[config.mk]
export PLATFORM = sky130hd
export DESIGN_NAME = delay_line_sched_flat
export DESIGN_NICKNAME = d
export VERILOG_FILES = /design/src/rtl/delay_line_sched_if.sv /design/src/rtl/delay_line_sched.sv /design/src/flat_wrapper.sv
export SDC_FILE = /design/constraint.sdc
export NUM_CORES = 1
export LEC_CHECK = 0
export CAP_MARGIN = 10
export CORE_MARGIN = 3
export CORE_UTILIZATION = 31
export CTS_CLUSTER_SIZE = 8
export DETAILED_ROUTE_END_ITERATION = 8
export PLACE_DENSITY = 0.77
export SLEW_MARGIN = 40
export SYNTH_ARGS = -nofsm -noshare
export SYNTH_HDL_FRONTEND = slang
export SYNTH_SLANG_ARGS = --single-unit
[constraint.sdc]
create_clock -name clk -period 1.88 [get_ports clk]
set_input_delay 0.47 -clock clk [delete_from_list [all_inputs] [get_ports clk]]
set_output_delay 0.47 -clock clk [all_outputs]
set_load 0.01 [all_outputs]
[src/rtl/delay_line_sched_if.sv]
// Requester/response bundle between the requester ports and the delay-line scheduler.
interface delay_line_sched_if #(
  parameter int unsigned WIDTH = 8,
  parameter int unsigned N_REQ = 4
);
  localparam int unsigned IDW = (N_REQ > 1) ? $clog2(N_REQ) : 1;

  logic [N_REQ-1:0]       i_req_valid;
  logic [N_REQ*WIDTH-1:0] i_req_data;
  logic [N_REQ-1:0]       o_req_ready;
  logic                   o_rsp_valid;
  logic [IDW-1:0]         o_rsp_id;
  logic [WIDTH-1:0]       o_rsp_data;

  // Requester side: drives requests, observes grants and returned words
  modport master (
    output i_req_valid, i_req_data,
    input  o_req_ready, o_rsp_valid, o_rsp_id, o_rsp_data
  );

  // Scheduler side
  modport slave (
    input  i_req_valid, i_req_data,
    output o_req_ready, o_rsp_valid, o_rsp_id, o_rsp_data
  );
endinterface

[src/rtl/delay_line_sched.sv]
// Round-robin scheduler sharing one fixed-latency delay line between N_REQ
// requesters; an ID shadow pipe tags each word so it returns with its issuer.
module delay_line_sched #(
  parameter int unsigned WIDTH    = 8,
  parameter int unsigned FIFO_LEN = 3,
  parameter int unsigned N_REQ    = 4
) (
  input  logic                clk,
  input  logic                rst,
  delay_line_sched_if.slave   bus,
  input  logic                i_flush,
  output logic                o_line_rst,
  output logic [WIDTH-1:0]    o_line_data,
  input  logic [WIDTH-1:0]    i_line_data,
  input  logic                i_line_valid,
  output logic                o_busy,
  output logic                o_err
);
  localparam int unsigned IDW = (N_REQ > 1) ? $clog2(N_REQ) : 1;

  typedef enum logic [1:0] {LINE_RST, WARMUP, RUN, DRAIN} state_t;

  state_t             state, state_next;
  logic [IDW-1:0]     ptr;
  logic               flush_pend, flush_pend_next;
  logic [FIFO_LEN-1:0] tag_v;
  logic [IDW-1:0]     tag_id [FIFO_LEN];
  logic               grant_en;
  logic               found;
  logic [IDW-1:0]     grant_id;
  logic [N_REQ-1:0]   grant;
  int unsigned        cand;

  // Round-robin search starting just after the last granted requester
  always_comb begin
    found    = 1'b0;
    grant_id = '0;
    cand     = 0;
    grant_en = (state == RUN) && !flush_pend;
    if (grant_en) begin
      for (int unsigned i = 1; i <= N_REQ; i++) begin
        cand = (32'(ptr) + i) % N_REQ;
        if (!found && bus.i_req_valid[IDW'(cand)]) begin
          found    = 1'b1;
          grant_id = IDW'(cand);
        end
      end
    end
  end

  assign grant           = found ? (N_REQ'(1) << grant_id) : '0;
  assign bus.o_req_ready = grant;
  assign o_line_data     = found ? bus.i_req_data[32'(grant_id)*WIDTH +: WIDTH] : '0;

  assign o_line_rst      = rst | (state == LINE_RST);
  assign o_busy          = (state != RUN);
  assign bus.o_rsp_valid = tag_v[FIFO_LEN-1];
  assign bus.o_rsp_id    = tag_id[FIFO_LEN-1];
  assign bus.o_rsp_data  = i_line_data;

  // Next-state logic; a flush raised in the exit cycle of DRAIN stays pending
  always_comb begin
    state_next      = state;
    flush_pend_next = flush_pend | (i_flush && (state != LINE_RST));
    case (state)
      LINE_RST: state_next = WARMUP;
      WARMUP:   if (i_line_valid) state_next = RUN;
      RUN:      if (flush_pend) state_next = DRAIN;
      DRAIN: begin
        if (tag_v == '0) begin
          state_next      = LINE_RST;
          flush_pend_next = i_flush;
        end
      end
      default:  state_next = LINE_RST;
    endcase
  end

  // State, pointer and flush bookkeeping
  always_ff @(posedge clk) begin
    if (rst) begin
      state      <= LINE_RST;
      ptr        <= IDW'(N_REQ - 1);
      flush_pend <= 1'b0;
    end else begin
      state      <= state_next;
      flush_pend <= flush_pend_next;
      if (found) ptr <= grant_id;
    end
  end

  // Tag shadow pipe, aligned stage-for-stage with the delay line
  always_ff @(posedge clk) begin
    if (rst) begin
      tag_v <= '0;
      for (int k = 0; k < FIFO_LEN; k++) tag_id[k] <= '0;
    end else begin
      tag_v[0]  <= found;
      tag_id[0] <= grant_id;
      for (int k = 1; k < FIFO_LEN; k++) begin
        tag_v[k]  <= tag_v[k-1];
        tag_id[k] <= tag_id[k-1];
      end
    end
  end

  // Sticky error: a tagged word left the line while it reported invalid
  always_ff @(posedge clk) begin
    if (rst) begin
      o_err <= 1'b0;
    end else if (tag_v[FIFO_LEN-1] && !i_line_valid) begin
      o_err <= 1'b1;
    end
  end
endmodule

[src/flat_wrapper.sv]
// flat-port wrapper written by rule: the top's interface ports become plain ports
module delay_line_sched_flat 
#(
  parameter int unsigned WIDTH    = 8,
  parameter int unsigned FIFO_LEN = 3,
  parameter int unsigned N_REQ    = 4
)
  (clk, rst, i_flush, o_line_rst, o_line_data, i_line_data, i_line_valid, o_busy, o_err, bus_i_req_valid, bus_i_req_data, bus_o_req_ready, bus_o_rsp_valid, bus_o_rsp_id, bus_o_rsp_data);
  delay_line_sched_if #(.WIDTH(WIDTH), .N_REQ(N_REQ)) bus_i ();
  input  logic clk;
  input  logic rst;
  input  logic i_flush;
  output logic o_line_rst;
  output logic [WIDTH-1:0] o_line_data;
  input  logic [WIDTH-1:0] i_line_data;
  input  logic i_line_valid;
  output logic o_busy;
  output logic o_err;
  input wire logic [$bits(bus_i.i_req_valid)-1:0] bus_i_req_valid;
  input wire logic [$bits(bus_i.i_req_data)-1:0] bus_i_req_data;
  output wire logic [$bits(bus_i.o_req_ready)-1:0] bus_o_req_ready;
  output wire logic [$bits(bus_i.o_rsp_valid)-1:0] bus_o_rsp_valid;
  output wire logic [$bits(bus_i.o_rsp_id)-1:0] bus_o_rsp_id;
  output wire logic [$bits(bus_i.o_rsp_data)-1:0] bus_o_rsp_data;
  assign bus_i.i_req_valid = bus_i_req_valid;
  assign bus_i.i_req_data = bus_i_req_data;
  assign bus_o_req_ready = bus_i.o_req_ready;
  assign bus_o_rsp_valid = bus_i.o_rsp_valid;
  assign bus_o_rsp_id = bus_i.o_rsp_id;
  assign bus_o_rsp_data = bus_i.o_rsp_data;
  delay_line_sched #(.WIDTH(WIDTH), .FIFO_LEN(FIFO_LEN), .N_REQ(N_REQ)) u_core (.clk(clk), .rst(rst), .bus(bus_i), .i_flush(i_flush), .o_line_rst(o_line_rst), .o_line_data(o_line_data), .i_line_data(i_line_data), .i_line_valid(i_line_valid), .o_busy(o_busy), .o_err(o_err));
endmodule
==> flow_summary.yaml, run 1 <==
setup_path:
  crit_type: "reg2out"
  cp.arrival_ns: 1.88
  end_kind: "output pin"
  worst-path-max-fanout: 6
  critPathRequiredTime_ns: 1.41
  cp-start-kind: "flip-flop"
yosys:
  synthTopCellsByArea: "dfxtp_1 30%, mux2i_1 9.9%, buf_4 7.4%, nand2_1 7.0%, o221ai_1 6.9%"
  synth_area_per_cell_sq_um: 8.13
  yosysWarningCount: 0
  synthCells: 125
  synthFlopType: "dfxtp_1"
  ys_seq_area_share_pct: 29.6
  netlist.top_cell.by_area: "dfxtp_1"
  netlist_area_sq_mm: 0.00102
  synth_top_cells_by_count: "19 x nand2_1, 15 x dfxtp_1, 14 x inv_1"
  synth.top_cell.area_share_pct: 29.6
  synth_nets: 178
  ys_async_sr_fraction_pct: 0
  synth_edf_count: 0
  synth.most_common_cell: "nand2_1"
  synth_cell_types: 29
  ys_ff_latch: 15
die:
  start_util_pct: 33.0
  core-area_sq_mm: 0.00308
  io_pins: 74
  die_height_um: 63.3
  dieArea_sq_mm: 0.00400
  die_x_um: 63.3
  row_count: 20
outcome:
  status: "finished, violations left"
  violations: "negative setup slack"
power_and_ir_drop:
  power_switching_w: 0.000598
  swShare_pct: 36.8
  ir_worst_vdd_mv: 0.395
  leakage_nw: 0.842
  sequentialPowerShare_pct: 25.8
  p_int_w: 0.00103
  power.density_mw_per_mm2: 838
  p_clk_share_pct: 11.1
  comb_power_share_pct: 63.1
sta:
  finClkSkew_ns: 0.0120
  hold_violations: 0
  final-max-slew-violation-count: 0
  relSlewSlack_pct: 79.1
  setup_viol: 12
  rsz0062_at_grt: "yes"
  period_share_pct: 125
  fin_crit_ns: 2.35
  clock.fmax_mhz: 425
  worstMarginPinSlew_ns: 0.312
  fin_ws_ns: -0.472
global_route:
  met2_usage_pct: 35.0
  grt_use_total_pct: 17.6
  grtUsageMet3_pct: 4.10
  antenna_found_initial: 0
  gr-total-overflow: 0
  grt_pass1_vias: 1228
  grt_pass1_wl_um: 5610
  met1_usage_pct: 17.4
  grt_max_degree: 16
  grt_busiest_layer: "met2"
finish:
  seq_area_sq_um: 307
  drive_gt1_share_pct: 38.8
  area_growth_pct: 91.0
  multiInputGateArea_sq_um: 714
  stdcell_count: 240
  n_fill_cell: 259
  antenna_cells: 0
  final_net_count: 250
routing:
  dr.pass1.iters: 4
  drt_iter0_markers: 18
  drt-wirelength-per-cell_um: 14.1
  via_count: 1163
  wirelength_um: 3390
  ant_nets: 0
  vias_per_cell: 4.85
  drc: 0
place:
  gp_congestion: 0.772
  pre_cts_slack_ns: -1.21
  io_buffers: 57
  dpl.hpwl_um: 2440
  dp_cells: 228
cts:
  clock-sinks: 15
  cts_tree: "yes"
  h-tree-depth: 1
  hold_buffers: 0
  clock_path_buffers: 2
  numCtsBuffers: 3
  clk_pin_slew_worst_paths_ns: 0.10
  root_buffer: "clkbuf_4"
  insertion_delay_ns: 0.28
flow_run:
  cap_violations: 0
hold_path:
  hold_path_class: "reg2reg"
==> flip-flops by register name (all words and copies together) (netlist names) <==
register / flops
u_core.tag_id: 6
u_core.tag_v: 3
u_core.state: 2
u_core.o_err: 1
u_core.flush_pend: 1
u_core.ptr: 2
==> cells by family after synthesis <==
kind of cell	after synthesis	synth area share, %
flops	15	29.6
fa+ha+maj	5	6.16
simple gates	45	21.7
compound gates	21	16.4
buf+inv	29	16.4
mux	10	9.85
==> worst paths after layout <==
kind	endpoint	cells after the start	from	slack, ns
min	u_core.tag_id[0][5]	1	u_core.tag_id[0][3]	0.44
max	o_line_data[6]	8	u_core.ptr[1]	-0.47
min reg2reg	u_core.tag_id[0][5]	1	u_core.tag_id[0][3]	0.44
max reg2reg	u_core.state[0]	9	u_core.state[0]	0.27
==> power by group through the flow <==
stage	Combinational (W)	Clock [W]	Sequential, W
CTS	0.000977	0.000186	0.000415
detailed placement	0.000844	0	0.000410
global route	0.00111	0.000202	0.000425
floorplan	0.000452	0	0.000402
finish	0.00103	0.000180	0.000420
global placement	0.000807	0	0.000408
==> worst max-delay path: stages, from the launching register on <==
cell	delay [ns]
dfxtp_4	0.40
mux2i_1	0.20
o22a_1	0.17
o21ai_2	0.05
buf_6	0.14
buf_12	0.14
mux2i_4	0.18
o221ai_2	0.15
buf_2	0.16
==> stage by stage <==
stage          instance area [sq um]  hold WS, ns  TNS [ns]  total power (W)  util [%]
2_1_floorplan                   1070        0.414    -0.527         0.000853         -
3_3_place_gp                    1750        0.420    -12.35          0.00122      56.9
3_5_place_dp                    1750        0.420    -13.45          0.00125      56.9
4_1_cts                         1900        0.441     -3.94          0.00158      61.6
5_1_grt                         1940        0.462     -4.84          0.00174      63.0
6_report                        1940        0.438     -3.99          0.00163      63.0
==> routing by layer <==
layer	vias to the layer above	wire length, um
li1	557	-
met1	544	1220
met2	52	1860
met3	10	230
met4	0	80
met5	-	0
==> final cells by class <==
type | instances | area share (%)
clock buffers | 3 | 1.16
clock inverters | 1 | 0.258
inverters | 14 | 2.71
multi-input cells | 82 | 36.8
flip-flops and latches | 15 | 15.8
well taps | 44 | 2.84
repair buffers | 81 | 40.4
==> timing repair <==
item,CTS,global route
buffers inserted,4,1
endpoints found under the setup margin,14,13
cloned,3,0
pin swaps,9,0
resized for setup,93,8
==> cell usage in the layout (no fill, tap or decap), types with 2 or more instances in the layout <==
master,instances
clkdlybuf4s50_1,39
nand2_1,18
buf_4,15
dfxtp_1,12
buf_2,11
inv_1,10
nor2_1,8
o221ai_2,8
buf_6,8
nor2b_1,7
mux2i_1,6
inv_2,4
buf_12,4
a21oi_1,3
ha_1,3
clkbuf_4,3
o22a_1,2
nand4_4,2
mux2i_4,2
mux2i_2,2
nor3_1,2
ha_4,2
dlygate4sd2_1,2
dfxtp_2,2
No activity file was read; power rests on OpenSTA's default activity.
==> run 2: changes to the inputs <==
- GPL_TIMING_DRIVEN: unset -> 0
- MAX_ROUTING_LAYER: unset -> met4
==> run 2 against run 1 <==
Register-to-register slack better by 0.14 ns. Clock skew down 0.011 ns. Wire length down 1.2%. Cell count up 5.0%. Die area unchanged. Combinational power down 7%. Hold slack better by 0.015 ns. Cell area up 4.4%. Non-clock buffer count up 12. The flow still finishes with violations (negative setup slack). Global-route usage down 0.13 points.
==> flow_summary.yaml, run 2 (synthesis results as in run 1) <==
outcome:
  status: "finished, violations left"
  violations: "negative setup slack"
setup_path:
  cpMaxStageDelayCell: "dfxtp_4"
  r2r_end: "u_core.state[0]"
  rrSetupSlack_ns: 0.41
  path_buf_inv: 3
  cp-start-kind: "flip-flop"
  worstRegToRegCells: 4
  max_stage_delay_ns: 0.38
  end_kind: "output pin"
  critPathRequiredTime_ns: 1.41
  cp.arrival_ns: 1.82
  worst-path-max-fanout: 7
  crit_type: "reg2out"
  crit_family: "buffers and inverters"
  crit_chain: "nand2b_1 -> a21boi_2 -> o21ai_2 -> buf_6 -> buf_16 -> mux2i_2 -> o221ai_2 -> buf_2"
  reg2reg_from: "u_core.tag_v[2]"
routing:
  drt-met1-wl_um: 1170
  met3WireLength_um: 309
  drc: 0
  vias_per_cell: 4.84
  drt_iter0_markers: 67
  wirelength_um: 3350
  drt-wirelength-per-cell_um: 13.3
  ant_nets: 0
  wl_met2_um: 1820
  dr.pass1.iters: 4
  top_layer_used: "met4"
  via_count: 1220
die:
  dieArea_sq_mm: 0.00400
  start_util_pct: 33.0
  row_count: 20
  die_height_um: 63.3
  io_pins: 74
  core-area_sq_mm: 0.00308
  die_x_um: 63.3
finish:
  multiInputGateArea_sq_um: 704
  n_fill_cell: 248
  final_net_count: 262
  drive_gt1_share_pct: 39.4
  layout_common_cells: "46 x clkdlybuf4s50_1, 18 x nand2_1, 18 x buf_4"
  area_growth_pct: 99.5
  final_area_sq_mm: 0.00203
  antenna_cells: 0
  reg_top3: "u_core.tag_id (6), u_core.tag_v (3)"
  seq_area_sq_um: 309
  layout_commonest_cell: "clkdlybuf4s50_1"
  stdcell_count: 252
  regMostFlops: "u_core.tag_id"
  largest_reg_flops: 6
power_and_ir_drop:
  leakage_nw: 0.880
  power.density_mw_per_mm2: 768
  swShare_pct: 36.7
  sequentialPowerShare_pct: 27.2
  power_w: 0.00156
  p_clk_share_pct: 11.6
  ir_worst_vdd_mv: 0.284
  p_int_w: 0.000986
  power_switching_w: 0.000571
  comb_power_share_pct: 61.2
flow_run:
  cap_violations: 0
cts:
  clock_path_buffers: 2
  hold_buffers: 0
  cts_tree: "yes"
  numCtsBuffers: 3
  clock-sinks: 15
  clk_pin_slew_worst_paths_ns: 0.09
  insertion_delay_ns: 0.28
  h-tree-depth: 1
  root_buffer: "clkbuf_4"
hold_path:
  whs_path_depth: 1
  hold_path_end: "u_core.tag_id[0][4]"
  hold_path_class: "reg2reg"
  min_from: "u_core.tag_id[0][2]"
sta:
  final-max-slew-violation-count: 0
  rsz0062_at_grt: "yes"
  setup_viol: 12
  hold_violations: 0
  fin_ws_ns: -0.414
  clock.fmax_mhz: 436
  period_share_pct: 122
  finClkSkew_ns: 0.00146
  relSlewSlack_pct: 63.4
  hold_ws_ns: 0.453
  fin_crit_ns: 2.29
  worstMarginPinSlew_ns: 0.548
place:
  io_buffers: 65
  dp_cells: 234
  dpl.hpwl_um: 2330
  gp_congestion: 0.758
  placed_area_sq_mm: 0.00178
global_route:
  gr-total-overflow: 0
  grt_use_total_pct: 17.5
  grt_pass1_vias: 1250
  grt_pass1_wl_um: 5420
  grt_max_degree: 17
  antenna_found_initial: 0
## run 2: changes by cell type in the layout (fill, tap and decap cells not counted), sizes merged
cell	before	now
clkdlybuf4s50	39	46
buf	39	44
## run 2: worst reg2reg max path: stages (launching register included)
cell and delay, ns:
dfxtp_1 0.34, or3_1 0.39, a221o_1 0.38, nor3_1 0.15, a211oi_1 0.07
## run 2: layout make-up
class / instances / share of cell area [%]
inverter: 14 / 2.72
clock inverter: 1 / 0.247
clock buffer: 3 / 1.11
buffer: 13 / 5.99
timing repair buffer: 80 / 37.2
multi-input combinational: 82 / 34.8
tap: 44 / 2.72
sequential: 15 / 15.2
## run 2: worst max path at each step
stage	from	endpoint	slack, ns	depth (start not counted)
3_5_place_dp	bus_i_req_valid[3]	o_line_data[7]	-1.25	7
4_1_cts	u_core.ptr[1]	o_line_data[2]	-0.42	8
3_3_place_gp	bus_i_req_valid[3]	o_line_data[7]	-1.21	7
2_1_floorplan	bus_i_req_valid[2]	o_line_data[0]	-0.06	6
6_report	u_core.ptr[1]	o_line_data[2]	-0.41	8
5_1_grt	u_core.ptr[1]	o_line_data[4]	-0.53	8
## run 2: power by group through the flow
| stage | clock network [W] | logic (W) | registers [W] |
|---|---|---|---|
| finish | 0.000180 | 0.000954 | 0.000424 |
| detailed placement | 0 | 0.000738 | 0.000409 |
| floorplan | 0 | 0.000452 | 0.000402 |
| CTS | 0.000185 | 0.000885 | 0.000419 |
| global placement | 0 | 0.000718 | 0.000407 |
| global route | 0.000212 | 0.00103 | 0.000431 |
## run 2: through the flow
stage	setup TNS, ns	setup WS [ns]	util, %
global route	-5.59	-0.532	65.9
finish	-4.11	-0.414	65.9
detailed placement	-15.01	-1.25	57.8
CTS	-3.90	-0.425	63.4
global placement	-14.32	-1.21	57.8
floorplan	-0.527	-0.0645	-
## run 2: repair_timing
item                                    in CTS  in global routing
endpoints found under the setup margin      14                 13
pin swaps                                   11                  7
gates cloned                                 2                  1
gates resized for setup                    100                 15
setup buffers                               11                  2
## run 2: per-layer routing
metal,GRT usage [%],vias to the layer above
met5,-,-
met4,5.12,0
met3,5.17,6
met2,32.9,67
met1,17.2,562
li1,-,585
==> run 3: changes to the inputs <==
- CORE_MARGIN: 3 -> 2
==> run 3 against run 2 <==
The flow still finishes with violations (negative setup slack). Clock power up 7%. Hold slack worse by 0.015 ns. Cell area down 0.68%. Via count down 2.5%. Count of clock-buffer cells in the layout unchanged. Fmax down 0.60%. Wire length down 3.0%. Utilization down 0.45 points. Register-to-register slack about the same. Total power up 1.1%.
==> flow_summary.yaml, run 3 (synthesis results as in run 1) <==
place:
  dpl.hpwl_um: 2330
  io_buffers: 65
  pre_cts_slack_ns: -1.22
  placed_area_sq_mm: 0.00178
  gp_congestion: 0.709
global_route:
  grt_use_total_pct: 20.3
  antenna_found_initial: 0
  grt_pass1_vias: 1299
  grt_max_degree: 17
  grt_pass1_wl_um: 5490
  gr-total-overflow: 0
die:
  dieArea_sq_mm: 0.00375
  die_x_um: 61.3
  row_count: 20
  start_util_pct: 33.0
  io_pins: 74
  core-area_sq_mm: 0.00308
  die_height_um: 61.3
sta:
  setup_viol: 12
  final-max-slew-violation-count: 0
  hold_ws_ns: 0.438
  fin_ws_ns: -0.428
  rsz0062_at_grt: "yes"
  clock.fmax_mhz: 433
  worstMarginPinSlew_ns: 0.311
  relSlewSlack_pct: 79.3
  hold_violations: 0
  fin_crit_ns: 2.31
  finClkSkew_ns: 0.00491
  period_share_pct: 123
routing:
  drt-wirelength-per-cell_um: 12.8
  ant_nets: 0
  via_count: 1189
  drt_iter0_markers: 19
  dr.pass1.iters: 3
  wirelength_um: 3240
  drc: 0
  vias_per_cell: 4.68
power_and_ir_drop:
  leakage_nw: 0.886
  ir_worst_vdd_mv: 0.353
  power_w: 0.00157
  power.density_mw_per_mm2: 782
setup_path:
  crit_type: "in2out"
  critPathRequiredTime_ns: 1.41
  cp-start-kind: "input pin"
  cp.arrival_ns: 1.84
  end_kind: "output pin"
  worst-path-max-fanout: 5
flow_run:
  cap_violations: 0
finish:
  largest_reg_flops: 6
  reg_top3: "u_core.tag_id (6), u_core.tag_v (3)"
  final_area_sq_mm: 0.00201
  regMostFlops: "u_core.tag_id"
  layout_commonest_cell: "clkdlybuf4s50_1"
  area_growth_pct: 98.2
  final_net_count: 264
  layout_common_cells: "46 x clkdlybuf4s50_1, 20 x buf_4, 19 x nand2_1"
  drive_gt1_share_pct: 39.0
  antenna_cells: 0
cts:
  clock_path_buffers: 2
  root_buffer: "clkbuf_4"
  insertion_delay_ns: 0.30
  h-tree-depth: 1
  clock-sinks: 15
  cts_tree: "yes"
  hold_buffers: 0
  numCtsBuffers: 3
  clk_pin_slew_worst_paths_ns: 0.09
hold_path:
  hold_path_class: "reg2reg"
outcome:
  status: "finished, violations left"
  violations: "negative setup slack"
[run 3: metrics by stage]
stage	util, %	cells	TNS (ns)
finish	65.4	254	-4.12
detailed placement	57.8	234	-14.88
global route	65.4	254	-5.18
floorplan	-	125	-0.527
CTS	64.1	253	-3.78
global placement	57.8	234	-14.51
[run 3: what timing repair did]
action	in CTS	in global routing
cloned	3	0
setup buffers	15	1
pin swaps	13	2
endpoints found under the setup margin	14	13
gates resized for setup	99	11
[run 3: final timing paths]
check                         to           startpoint  slack, ns  depth (start not counted)
max               o_line_data[1]   bus_i_req_valid[0]      -0.43                          8
min          u_core.tag_id[0][4]  u_core.tag_id[0][2]       0.44                          1
max reg2reg      u_core.state[0]      u_core.tag_v[2]       0.40                          4
min reg2reg  u_core.tag_id[0][4]  u_core.tag_id[0][2]       0.44                          1
[run 3: cell type report]
| type | count | area, sq um |
|---|---|---|
| fill | 249 | 1060 |
| timing repair buffer | 82 | 764 |
| multi-input combinational | 82 | 687 |
| sequential | 15 | 309 |
| buffer | 13 | 115 |
| inverter | 14 | 55.1 |
| tap | 44 | 55.1 |
| clock buffer | 3 | 22.5 |
| clock inverter | 1 | 5.00 |
[run 3: routing by layer]
metal | track usage, % | vias up | wire, um
li1 | - | 588 | -
met1 | 22.2 | 538 | 1240
met2 | 36.2 | 57 | 1680
met3 | 3.57 | 6 | 253
met4 | 7.76 | 0 | 68
met5 | - | - | 0
[run 3: report_power, final]
group / switching, W / leakage [nW] / total, W / internal [W]
sequential: 0.0000475 / 0.123 / 0.000424 / 0.000376
combinational: 0.000430 / 0.745 / 0.000959 / 0.000529
clock: 0.000113 / 0.0177 / 0.000192 / 0.0000794
total: 0.000590 / 0.886 / 0.00157 / 0.000985
[run 3: worst max-delay path, cell delays in order]
cell and delay (ns):
dlygate4sd2_1 0.30, nor2_2 0.16, o22a_1 0.19, nand3_2 0.11, clkbuf_8 0.17, buf_4 0.15
o221ai_2 0.14, buf_2 0.16
